--- config.mk ---
export PLATFORM = sky130hd
export DESIGN_NAME = alu_reservation_station
export DESIGN_NICKNAME = d
export VERILOG_FILES = /design/src/rtl/alu_reservation_station_pkg.sv /design/src/rtl/alu_reservation_station_age_select.sv /design/src/rtl/alu_reservation_station.sv
export SDC_FILE = /design/constraint.sdc
export NUM_CORES = 1
export LEC_CHECK = 0
export CAP_MARGIN = 10
export CORE_AREA = 10 10 271 247
export DETAILED_ROUTE_END_ITERATION = 10
export DIE_AREA = 0 0 281 257
export MAX_ROUTING_LAYER = met4
export PLACE_DENSITY = 0.92
export RECOVER_POWER = 50
export SYNTH_ARGS = -nofsm -noshare
export SYNTH_HDL_FRONTEND = slang
export SYNTH_SLANG_ARGS = --single-unit
--- constraint.sdc ---
create_clock -name clk -period 10.81 [get_ports clk]
set_input_delay 2.162 -clock clk [delete_from_list [all_inputs] [get_ports clk]]
set_output_delay 2.162 -clock clk [all_outputs]
set_load 0.05 [all_outputs]
--- src/rtl/alu_reservation_station_pkg.sv ---
// alu_reservation_station_pkg: shared backend types (opcodes, tag width, station entry)
package alu_reservation_station_pkg;
    localparam int TAG_W_DEF  = 6;
    localparam int RS_TAG_MAX = 16;
    localparam int RS_AGE_W   = 3;
    typedef enum logic [3:0] {
        ADD_I, SUB_I, AND_I, OR_I, XOR_I, SLL_I, SRL_I, SRA_I, SLT_I, ADDI_I, ANDI_I, ORI_I
    } instr_opcode;
    typedef struct packed {
        logic                  valid;
        instr_opcode           op;
        logic                  rdy1;
        logic                  rdy2;
        logic [RS_TAG_MAX-1:0] tag1;
        logic [RS_TAG_MAX-1:0] tag2;
        logic [31:0]           val1;
        logic [31:0]           val2;
        logic [31:0]           imm;
        logic [31:0]           pc;
        logic [RS_TAG_MAX-1:0] dst;
        logic [RS_AGE_W-1:0]   age;
    } rs_entry_t;
endpackage

--- src/rtl/alu_reservation_station_age_select.sv ---
// rs_age_select: grants the eligible entry with the smallest age rank (ranks are unique)
module rs_age_select
    import alu_reservation_station_pkg::*;
#(
    parameter int N     = 4,
    parameter int AGE_W = RS_AGE_W
) (
    input  logic [N-1:0]            eligible,
    input  logic [N-1:0][AGE_W-1:0] age,
    output logic [N-1:0]            grant,
    output logic                    grant_valid
);
    always_comb begin
        grant = '0;
        for (int i = 0; i < N; i++) begin
            grant[i] = eligible[i];
            for (int j = 0; j < N; j++)
                if (j != i && eligible[j] && age[j] < age[i]) grant[i] = 1'b0;
        end
    end
    assign grant_valid = |eligible;
endmodule

--- src/rtl/alu_reservation_station.sv ---
// alu_reservation_station: oldest-ready ALU reservation station with CDB wakeup.
// ALU_RS_CDB_BYPASS_EN lets an entry woken by the CDB issue in the same cycle.
module alu_reservation_station
    import alu_reservation_station_pkg::*;
#(
    parameter int NUM_ENTRIES = 4,
    parameter int TAG_W       = TAG_W_DEF
) (
    input  logic             clk,
    input  logic             rst,
    input  logic             flush,
    input  logic             disp_valid,
    output logic             disp_ready,
    input  instr_opcode      disp_opcode,
    input  logic             disp_src1_rdy,
    input  logic             disp_src2_rdy,
    input  logic [TAG_W-1:0] disp_src1_tag,
    input  logic [TAG_W-1:0] disp_src2_tag,
    input  logic [31:0]      disp_src1_val,
    input  logic [31:0]      disp_src2_val,
    input  logic [31:0]      disp_imm,
    input  logic [31:0]      disp_pc,
    input  logic [TAG_W-1:0] disp_dst_tag,
    input  logic             cdb_valid,
    input  logic [TAG_W-1:0] cdb_tag,
    input  logic [31:0]      cdb_val,
    output logic             iss_valid,
    input  logic             iss_ready,
    output instr_opcode      iss_opcode,
    output logic [31:0]      iss_val1,
    output logic [31:0]      iss_val2,
    output logic [31:0]      iss_imm,
    output logic [31:0]      iss_pc,
    output logic [TAG_W-1:0] iss_dst_tag
);
    localparam int IDX_W = $clog2(NUM_ENTRIES);
    rs_entry_t ent [NUM_ENTRIES];
    rs_entry_t sel, dent, ient;
    logic [NUM_ENTRIES-1:0] vld, elig, grant, wake1, wake2;
    logic [NUM_ENTRIES-1:0][RS_AGE_W-1:0] age;
    logic [IDX_W-1:0] free_idx;
    logic [RS_AGE_W:0] cnt;
    logic [RS_TAG_MAX-1:0] ctag;
    logic grant_valid, disp_fire, load, issue_sel, direct;
    assign ctag = RS_TAG_MAX'(cdb_tag);
    always_comb begin
        vld = '0;
        elig = '0;
        wake1 = '0;
        wake2 = '0;
        age = '0;
        free_idx = '0;
        for (int i = NUM_ENTRIES - 1; i >= 0; i--) begin
            vld[i] = ent[i].valid;
            age[i] = ent[i].age;
            wake1[i] = cdb_valid && ent[i].valid && !ent[i].rdy1 && ent[i].tag1 == ctag;
            wake2[i] = cdb_valid && ent[i].valid && !ent[i].rdy2 && ent[i].tag2 == ctag;
`ifdef ALU_RS_CDB_BYPASS_EN
            elig[i] = ent[i].valid && (ent[i].rdy1 || wake1[i]) && (ent[i].rdy2 || wake2[i]);
`else
            elig[i] = ent[i].valid && ent[i].rdy1 && ent[i].rdy2;
`endif
            if (!ent[i].valid) free_idx = IDX_W'(i);
        end
    end
    rs_age_select #(.N(NUM_ENTRIES), .AGE_W(RS_AGE_W)) u_sel (
        .eligible(elig), .age(age), .grant(grant), .grant_valid(grant_valid)
    );
    assign cnt        = (RS_AGE_W + 1)'($countones(vld));
    assign disp_ready = ~&vld;
    assign disp_fire  = disp_valid && disp_ready && !flush;
    assign load       = !iss_valid || iss_ready;
    assign issue_sel  = load && grant_valid;
    assign direct     = disp_fire && load && !grant_valid && dent.rdy1 && dent.rdy2;
    // A dispatching op captures a same-cycle broadcast; its rank counts survivors of this cycle's issue.
    always_comb begin
        sel = '0;
        for (int i = 0; i < NUM_ENTRIES; i++) if (grant[i]) sel = ent[i];
        dent = '0;
        dent.valid = 1'b1;
        dent.op = disp_opcode;
        dent.rdy1 = disp_src1_rdy || (cdb_valid && disp_src1_tag == cdb_tag);
        dent.rdy2 = disp_src2_rdy || (cdb_valid && disp_src2_tag == cdb_tag);
        dent.tag1 = RS_TAG_MAX'(disp_src1_tag);
        dent.tag2 = RS_TAG_MAX'(disp_src2_tag);
        dent.val1 = disp_src1_rdy ? disp_src1_val : cdb_val;
        dent.val2 = disp_src2_rdy ? disp_src2_val : cdb_val;
        dent.imm = disp_imm;
        dent.pc = disp_pc;
        dent.dst = RS_TAG_MAX'(disp_dst_tag);
        dent.age = RS_AGE_W'(cnt - (RS_AGE_W + 1)'(issue_sel));
        ient = grant_valid ? sel : dent;
    end
    always_ff @(posedge clk) begin
        if (rst || flush) begin
            for (int i = 0; i < NUM_ENTRIES; i++) ent[i] <= '0;
            iss_valid <= 1'b0;
            iss_opcode <= ADD_I;
            iss_val1 <= '0;
            iss_val2 <= '0;
            iss_imm <= '0;
            iss_pc <= '0;
            iss_dst_tag <= '0;
        end else begin
            for (int i = 0; i < NUM_ENTRIES; i++) begin
                if (wake1[i]) begin
                    ent[i].rdy1 <= 1'b1;
                    ent[i].val1 <= cdb_val;
                end
                if (wake2[i]) begin
                    ent[i].rdy2 <= 1'b1;
                    ent[i].val2 <= cdb_val;
                end
                if (issue_sel && grant[i]) ent[i].valid <= 1'b0;
                else if (issue_sel && ent[i].age > sel.age) ent[i].age <= ent[i].age - RS_AGE_W'(1);
            end
            if (disp_fire && !direct) ent[free_idx] <= dent;
            if (load) begin
                iss_valid <= grant_valid || direct;
                if (grant_valid || direct) begin
                    iss_opcode <= ient.op;
                    iss_val1 <= ient.rdy1 ? ient.val1 : cdb_val;
                    iss_val2 <= ient.rdy2 ? ient.val2 : cdb_val;
                    iss_imm <= ient.imm;
                    iss_pc <= ient.pc;
                    iss_dst_tag <= ient.dst[TAG_W-1:0];
                end
            end
        end
    end
endmodule

Word level (Yosys, flattened, before mapping) --
Memory sizes are Yosys's and may differ from the RTL's. Cells that the tools add are included.
Storage, ports and cells: memories kept 1, output and inout bits 140, bits of input ports 196, word-level logic and storage cells 251, bits in writable memories 624, register bits after elaboration 139
Memory list:
- ent | depth 4, bits a word 156, rd ports 4, clocked after memory_dff 0, wr ports 5, line alu_reservation_station.sv:37 | rs_entry_t ent [NUM_ENTRIES];
Cells by class: add/sub/neg operators 8, reduce and logical (&&, ||, !) cells 79, muxes and demuxes 106, equality and inequality tests 10, bitwise logic cells 24, order comparisons 16
Operators by type and width (number):
- $mux 185 | 5
- $mux 32 | 12
- $eq 16x6->1 | 8
- $mux 1 | 81
- $logic_and 1x1->1 | 58
- $lt 3x3->1 | 12
- $or 1x1->1 | 24
- $logic_not 1->1 | 13
- $eq 6x6->1 | 2
- $gt 3x3->1 | 4
- $mux 3 | 4
- $sub 3x1->3 const B | 4
- $mux 2 | 4
- $logic_or 1x1->1 | 5
- $add 1x1->2 | 2
- $reduce_and 4->1 | 1
- $reduce_or 4->1 | 1
- $add 2x2->3 | 1
- $sub 3x1->3 | 1
- $reduce_and 2->1 | 1

Depth between registers and ports, before layout --
Gate-level depths: netlist of run 1. An unclocked memory read counts as a cell.
depth in word-level cells 18, mapped depth 19, mapped depth without buffers 16

Modules after synthesis --
From an unflattened synthesis of run 1, not the netlist that was laid out.
Second synthesis, totals: cell total of the unflattened synthesis 3247, area total of the unflattened synthesis 37350.8 um2
Modules (own cells, without submodules):
- alu_reservation_station | area an instance 36850.3 um2, cells each 3180, times used 1, seq. area each 21420.5 um2
- rs_age_select | area an instance 500.5 um2, cells each 67, times used 1, seq. area each 0.0 um2

Worst setup path before layout of run 1 --
No wires, ideal clock.
path kind input-to-reg, from input cdb_tag[2], to memory ent[1][1] (netlist bit), data pin, path buffers 3, data required time 10538 ps, path slack 4726 ps, arrival time 5812 ps, stages on the path 13, library setup time 272 ps, cells stage by stage buf_4 > xor2_1 > nor3_2 > a41oi_2 > nor3_1 > nor4_1 > buf_2 > and2_1 > buf_2 > nor2_2 > inv_1 > or3_1 > o22ai_1
RTL lines:
- start: declaration | line alu_reservation_station.sv:25 | input logic [TAG_W-1:0] cdb_tag,
- end: declaration | line alu_reservation_station.sv:37

Final worst setup path of run 1 --
from input cdb_tag[5], to register iss_val1[4]
Between the ends: word-level cells in the longest chain between the ends 7, elaborated cells between the ends (all ways) 12, those cells by class eq/ne (2); mux (2); reduce/logical (8)
RTL lines:
- $eq 6x6->1 | line alu_reservation_station.sv:82 | dent.rdy1 = disp_src1_rdy || (cdb_valid && disp_src1_tag == cdb_tag);
- $logic_and 1x1->1 | line alu_reservation_station.sv:82
- $logic_or 1x1->1 | line alu_reservation_station.sv:82
- $logic_and 1x1->1 (2 in a row) | line alu_reservation_station.sv:74 | assign direct = disp_fire && load && !grant_valid && dent.rdy1 && dent.rdy2;
- $logic_or 1x1->1 | line alu_reservation_station.sv:120 | if (grant_valid || direct) begin
- $reduce_and 2->1 (no source line)
- end signal: assignment | line alu_reservation_station.sv:122 | iss_val1 <= ient.rdy1 ? ient.val1 : cdb_val;
- end: declaration | line alu_reservation_station.sv:30 | output logic [31:0] iss_val1,
Several ways; a longest one is shown, not always the timed one. A chain may end at the register's enable or synchronous reset.

==> qor.txt, run 1 <==
Core area: 61000 um^2
Share of cells above drive strength 1: 0.0774
Netlist cell types: 73
PostCTS Resize Cnt: 0
Period utilization: 0.800
CP Class: primary input to flop
Hold endpoint: iss_imm[25]$_SDFFE_PP0P_
Mapped Area: 36300 um^2
Commonest non-fill, non-tap cell in the layout: edfxtp_1
Die Wd: 281 um
Pwr dens: 153 nW/um^2
Initial DRT Pass Iterations: 6
Least-Margin Pin Slew: 5.08 ns
Number of enable flip-flop cells after synthesis: 614
1st-iter DRT viols: 5135
Vias in the first global route: 29500
Max-Cap Viols: 11
Final Routed Wirelength: 118 mm
Syn nets: 3316
Unrepaired setup endpoints after global routing: no
Mapped Cells: 3086
Area Growth Syn to Fin: 16.4%
Final min period: 8.65 ns
Fmax: 116 MHz
Vias: 29600
Avg Vias per Cell: 7.23
Die area: 72200 um^2
Initial core utilization: 0.596
Top FF cell, synth: edfxtp_1
R2R Setup Slk: 2.69 ns
Post-route insts no fill: 4101
Status: finished with violations
Post-synthesis sequential area ratio: 0.590
Rows: 86
Root Driver: clkbuf_16
Dpl hpwl: 66.4 mm
H-Tree Depth: 3
Failing checks: max-capacitance violations, max-slew violations
#FFs+latches synth: 763
Slew headroom: -2.39
Leak: 16.1 nW
Post-CTS Setup Inserts: 0
CTS Buf Count: 77
Hold_buf cts: 0
Worst Path Required: 11.36 ns
Max Clock Skew: 0.0346 ns
R2R Path Start: ent[1][1]$_DFFE_PP_
Slew Viols, Final: 495
Setup_tns: 0 ns
Final hold viol count: 0
Fin Hold WS: 0.438 ns
Fin worst setup slack: 2.16 ns
Port-buffer cells: 335
First-pass GRT wire length: 178 mm
CTS tree: yes
YS warnings: 0
WL/cell: 28.9 um
Place WS: 2.90 ns
Power consumption: 6.47 mW
Post-synthesis async set-or-reset flop share: 0
Setup violation total in the final timing report: 0
Clock buffer depth: 3
Crit path DAT: 9.20 ns
Worst hold start: iss_imm[25]$_SDFFE_PP0P_
Hold path cells: 2
Most frequent cells in the layout: 614 x edfxtp_1, 236 x o21ai_0, 197 x nand2_1, 193 x a221oi_1, 192 x clkdlybuf4s50_1
Clk Latency, worst-skew pair: 0.65 ns
Post-route ant nets: 0
Final global-route overflow total: 0
Ports: 336
CP startpoint kind: primary input
Min-Delay Path Class: flop to flop
Max VDD drop: 0.000165 V
Syn avg cell area: 11.8 um^2
Reg2reg path depth: 15
Cell total after placement: 3933
Initial antenna violation count: 24
Fin nets: 3450
Fill count: 3903
DRC viols: 0
Gr usage total: 0.326
Worst-path fanout max: 24
Die Ht: 257 um
Largest net degree at the start of global routing: 100
CP Capture Type: flop
Clock slew at reported path FFs: 0.06 ns
Reg-to-Reg End: ent[2][2]$_DFFE_PP_
Clock sink count: 763
GPL Wtd Cong: 0.925
[metal layers]
layer,part of all wire,global-route usage,vias to the layer above,routed length [um]
met5,0,-,-,0
met4,0.051,0.156,0,6050
met3,0.16,0.116,508,18800
met2,0.45,0.488,2742,53700
met1,0.34,0.388,14000,39800
li1,-,-,12300,-
[cell type report]
type                       count  area (um^2)  share of cell area
multi-input combinational   1966        13500               0.318
timing repair buffer         386         3700              0.0874
antenna                       26         65.1             0.00154
clock inverter                35          293             0.00692
tap                          792          991              0.0234
inverter                      26          103             0.00243
clock buffer                 107         2270              0.0536
sequential                   763        21400               0.506
[logic make-up after synthesis]
kind of cell / after synthesis / synth area share
xor gates and xnor gates: 67 / 0.0162
AOI/OAI and AO/OA: 986 / 0.203
DFF: 763 / 0.590
adders and majority gates: 34 / 0.0121
and+or+nand+nor: 817 / 0.118
muxes: 62 / 0.0188
buffers and inverters: 357 / 0.0417
[where the power goes]
part	internal [mW]	total, mW	switching [mW]
Sequential	3.29	3.33	0.0437
Combinational	0.141	0.417	0.276
Clock	1.55	2.72	1.17
Total	4.98	6.47	1.49
[metrics by stage]
| stage | utilization | cell area, um^2 |
|---|---|---|
| floorplan | - | 36300 |
| global placement | 0.652 | 39800 |
| detailed placement | 0.652 | 39800 |
| CTS | 0.694 | 42300 |
| global route | 0.693 | 42300 |
| finish | 0.693 | 42300 |
[how the worst max path moves through the flow]
stage	start	endpoint	depth (start not counted)
global placement	cdb_tag[5]	ent[3][149]$_DFFE_PP_	12
global route	cdb_tag[5]	iss_val1[11]$_SDFFE_PP0P_	11
finish	cdb_tag[5]	iss_val1[4]$_SDFFE_PP0P_	11
detailed placement	cdb_tag[5]	ent[3][149]$_DFFE_PP_	12
CTS	cdb_tag[4]	ent[3][150]$_DFFE_PP_	12
floorplan	cdb_tag[2]	ent[1][1]$_DFFE_PP_	13
[flip-flops by register name (all words and copies together) (netlist names)]
register / cells
iss_val2: 32
iss_opcode: 4
iss_pc: 32
ent: 624
iss_val1: 32
iss_imm: 32
iss_dst_tag: 6
iss_valid: 1
[critical path, cell delays in order]
cell and delay [ns]:
dlygate4sd3_1 0.96, xor2_1 0.14, nor3_1 0.25, a41oi_1 0.39, or3_1 0.59, o21ai_0 2.69
buf_4 0.70, nand2_1 0.12, nor2_1 0.88, a22oi_1 0.17, o21ai_0 0.15
[synth_stat cells, drive strengths merged (47+ instances only)]
library cell,count,area share
a21oi,94,0.013
a221oi,193,0.047
a22o,129,0.031
a32o,124,0.034
and2,265,0.046
and3,90,0.015
buf,90,0.014
clkbuf,241,0.025
dfxtp,149,0.082
edfxtp,614,0.51
mux2,51,0.016
nand2,201,0.021
nand3,71,0.010
nor2,103,0.011
o211ai,114,0.024
o21ai,240,0.033
xor2,47,0.011
Note: power is estimated with default switching activity, not from simulation.
==> run 2, diff against run 1 <==
--- a/config.mk
+++ b/config.mk
@@ -6,11 +6,11 @@
 export NUM_CORES = 1
 export LEC_CHECK = 0
 export CAP_MARGIN = 10
-export CORE_AREA = 10 10 271 247
+export CORE_AREA = 10 10 290 264
 export DETAILED_ROUTE_END_ITERATION = 10
-export DIE_AREA = 0 0 281 257
+export DIE_AREA = 0 0 300 274
 export MAX_ROUTING_LAYER = met4
-export PLACE_DENSITY = 0.92
+export PLACE_DENSITY = 0.86
 export RECOVER_POWER = 50
 export SYNTH_ARGS = -nofsm -noshare
 export SYNTH_HDL_FRONTEND = slang
==> constraint.sdc (replaced) <==
create_clock -name clk -period 7.1 [get_ports clk]
set_input_delay 1.42 -clock clk [delete_from_list [all_inputs] [get_ports clk]]
set_output_delay 1.42 -clock clk [all_outputs]
set_load 0.05 [all_outputs]
==> run 2 against run 1 <==
  * The flow still finishes with violations (max-capacitance violations, max-slew violations)
  * Global-route usage decreased by 4.2 points
  * Cell count increased by 4.3%
  * Critical path depth decreased by 2
  * Cell area increased by 0.86%
  * Clock power increased by 54%
  * Sequential power increased by 52%
  * Die area increased by 14%
  * Via count decreased by 1.4%
  * Routed wire length decreased by 0.46%
  * Clock skew increased by 0.019 ns
  * Register-to-register slack got worse by 1.3 ns
  * Critical path type unchanged
  * Critical endpoint is now ent[2][107]$_DFFE_PP_
  * Largest cell class unchanged
  * Largest power group unchanged
==> qor.txt, run 2 (synthesis results as in run 1) <==
First-pass GRT wire length: 177 mm
Clock sink count: 763
Failing checks: max-capacitance violations, max-slew violations
Slew Viols, Final: 324
Die Wd: 300 um
Root Driver: clkbuf_16
Number of flip-flops in the largest register: 624
CTS Buf Count: 79
Port-buffer cells: 335
Largest net degree at the start of global routing: 90
Min-Delay Path Class: flop to flop
Avg Vias per Cell: 6.83
Reg2reg path depth: 10
Least-Margin Pin Slew: 2.07 ns
Slowest CP cell: clkbuf_2
CTS tree: yes
Worst Path Required: 7.58 ns
Reg-to-Reg End: iss_val1[2]$_SDFFE_PP0P_
Max VDD drop: 0.000188 V
CP Capture Type: flop
Post-CTS Setup Inserts: 0
Worst hold start: iss_imm[22]$_SDFFE_PP0P_
Status: finished with violations
Setup violation total in the final timing report: 0
Vias: 29200
CP max stage delay: 1.41 ns
Clk Latency, worst-skew pair: 0.65 ns
Fin Hold WS: 0.437 ns
Setup_tns: 0 ns
Crit path DAT: 6.60 ns
Final hold viol count: 0
Hold endpoint: iss_imm[22]$_SDFFE_PP0P_
Core area: 70700 um^2
CP startpoint kind: primary input
Buffer and inverter count on the worst path: 2
R2R Path Start: ent[3][2]$_DFFE_PP_
Initial antenna violation count: 32
Reg with most FFs: ent
Max-Cap Viols: 5
Die area: 82200 um^2
Commonest non-fill, non-tap cell in the layout: edfxtp_1
R2R Setup Slk: 1.44 ns
Hold_buf cts: 0
Critical-path cell list: dlygate4sd3_1, xor2_1, nor3_2, a41oi_1, nor3_1, nor4_1, and3_4, clkbuf_2, a32o_1
CP Class: primary input to flop
Worst-path fanout max: 72
GPL Wtd Cong: 0.931
Slew headroom: -0.379
Period utilization: 0.861
Final Routed Wirelength: 118 mm
PostCTS Resize Cnt: 0
Crit-path leading delay family: buffers and inverters
Post-route ant nets: 0
Vias in the first global route: 28800
Final global-route overflow total: 0
WL/cell: 27.5 um
Hold path cells: 2
Fin util: 0.603
H-Tree Depth: 3
Clock buffer depth: 3
Leak: 16.3 nW
Fin nets: 3458
Die Ht: 274 um
Most frequent cells in the layout: 614 x edfxtp_1, 234 x o21ai_0, 196 x nand2_1, 193 x a221oi_1, 192 x clkdlybuf4s50_1
1st-iter DRT viols: 4362
DP Area: 40000 um^2
Final min period: 6.12 ns
Share of cells above drive strength 1: 0.0810
Unrepaired setup endpoints after global routing: no
Gr usage total: 0.284
Ports: 336
Area Growth Syn to Fin: 17.4%
Power consumption: 9.88 mW
DRC viols: 0
Initial core utilization: 0.514
Fmax: 164 MHz
Pwr dens: 232 nW/um^2
Initial DRT Pass Iterations: 5
Max Clock Skew: 0.0534 ns
Final instance area: 42700 um^2
Dpl hpwl: 68.1 mm
Clock slew at reported path FFs: 0.06 ns
Rows: 93
[run 2: how the worst max path moves through the flow]
stage | start | endpoint | slack [ns] | cells after the start
after floorplan | cdb_tag[2] | ent[1][1]$_DFFE_PP_ | 1.76 | 13
after global placement | cdb_tag[5] | ent[3][120]$_DFFE_PP_ | 1.36 | 11
after detailed placement | cdb_tag[5] | ent[3][91]$_DFFE_PP_ | 1.20 | 11
after CTS | cdb_tag[5] | ent[3][90]$_DFFE_PP_ | 1.81 | 11
after global routing | cdb_tag[5] | ent[0][90]$_DFFE_PP_ | 0.88 | 10
final | cdb_tag[5] | ent[2][107]$_DFFE_PP_ | 0.98 | 9
[run 2: power by group]
part	leakage (nW)	internal, mW	switching, mW
clock	1.27	2.37	1.81
combinational	6.97	0.218	0.414
sequential	8.05	5.01	0.0648
total	16.3	7.60	2.29
[run 2: final cells by class]
cell class                 count  area [um^2]
sequential                   763        21400
clock inverter                31          345
antenna                       33         82.6
fill                        5485        28100
clock buffer                 117         2280
tap                          950         1190
multi-input combinational   1966        13500
inverter                      26          106
timing repair buffer         392         3770
[run 2: worst min-delay path, delay by kind of cell (launching register included)]
| kind | cells | cell delay (ns) |
|---|---|---|
| DFF | 1 | 0.30 |
| and+or+nand+nor | 2 | 0.09 |
[run 2: per-layer routing]
layer	vias to the layer above	GRT usage	part of all wire
met1	14100	0.358	0.36
met5	-	-	0
met2	2430	0.419	0.45
met3	374	0.0877	0.15
li1	12400	-	-
met4	0	0.122	0.038
[run 2: metrics by stage]
step | worst slack, ns | std cells
finish | 0.984 | 4278
CTS | 1.81 | 4245
global route | 0.878 | 4276
floorplan | 1.76 | 3086
detailed placement | 1.20 | 4097
global placement | 1.36 | 4097
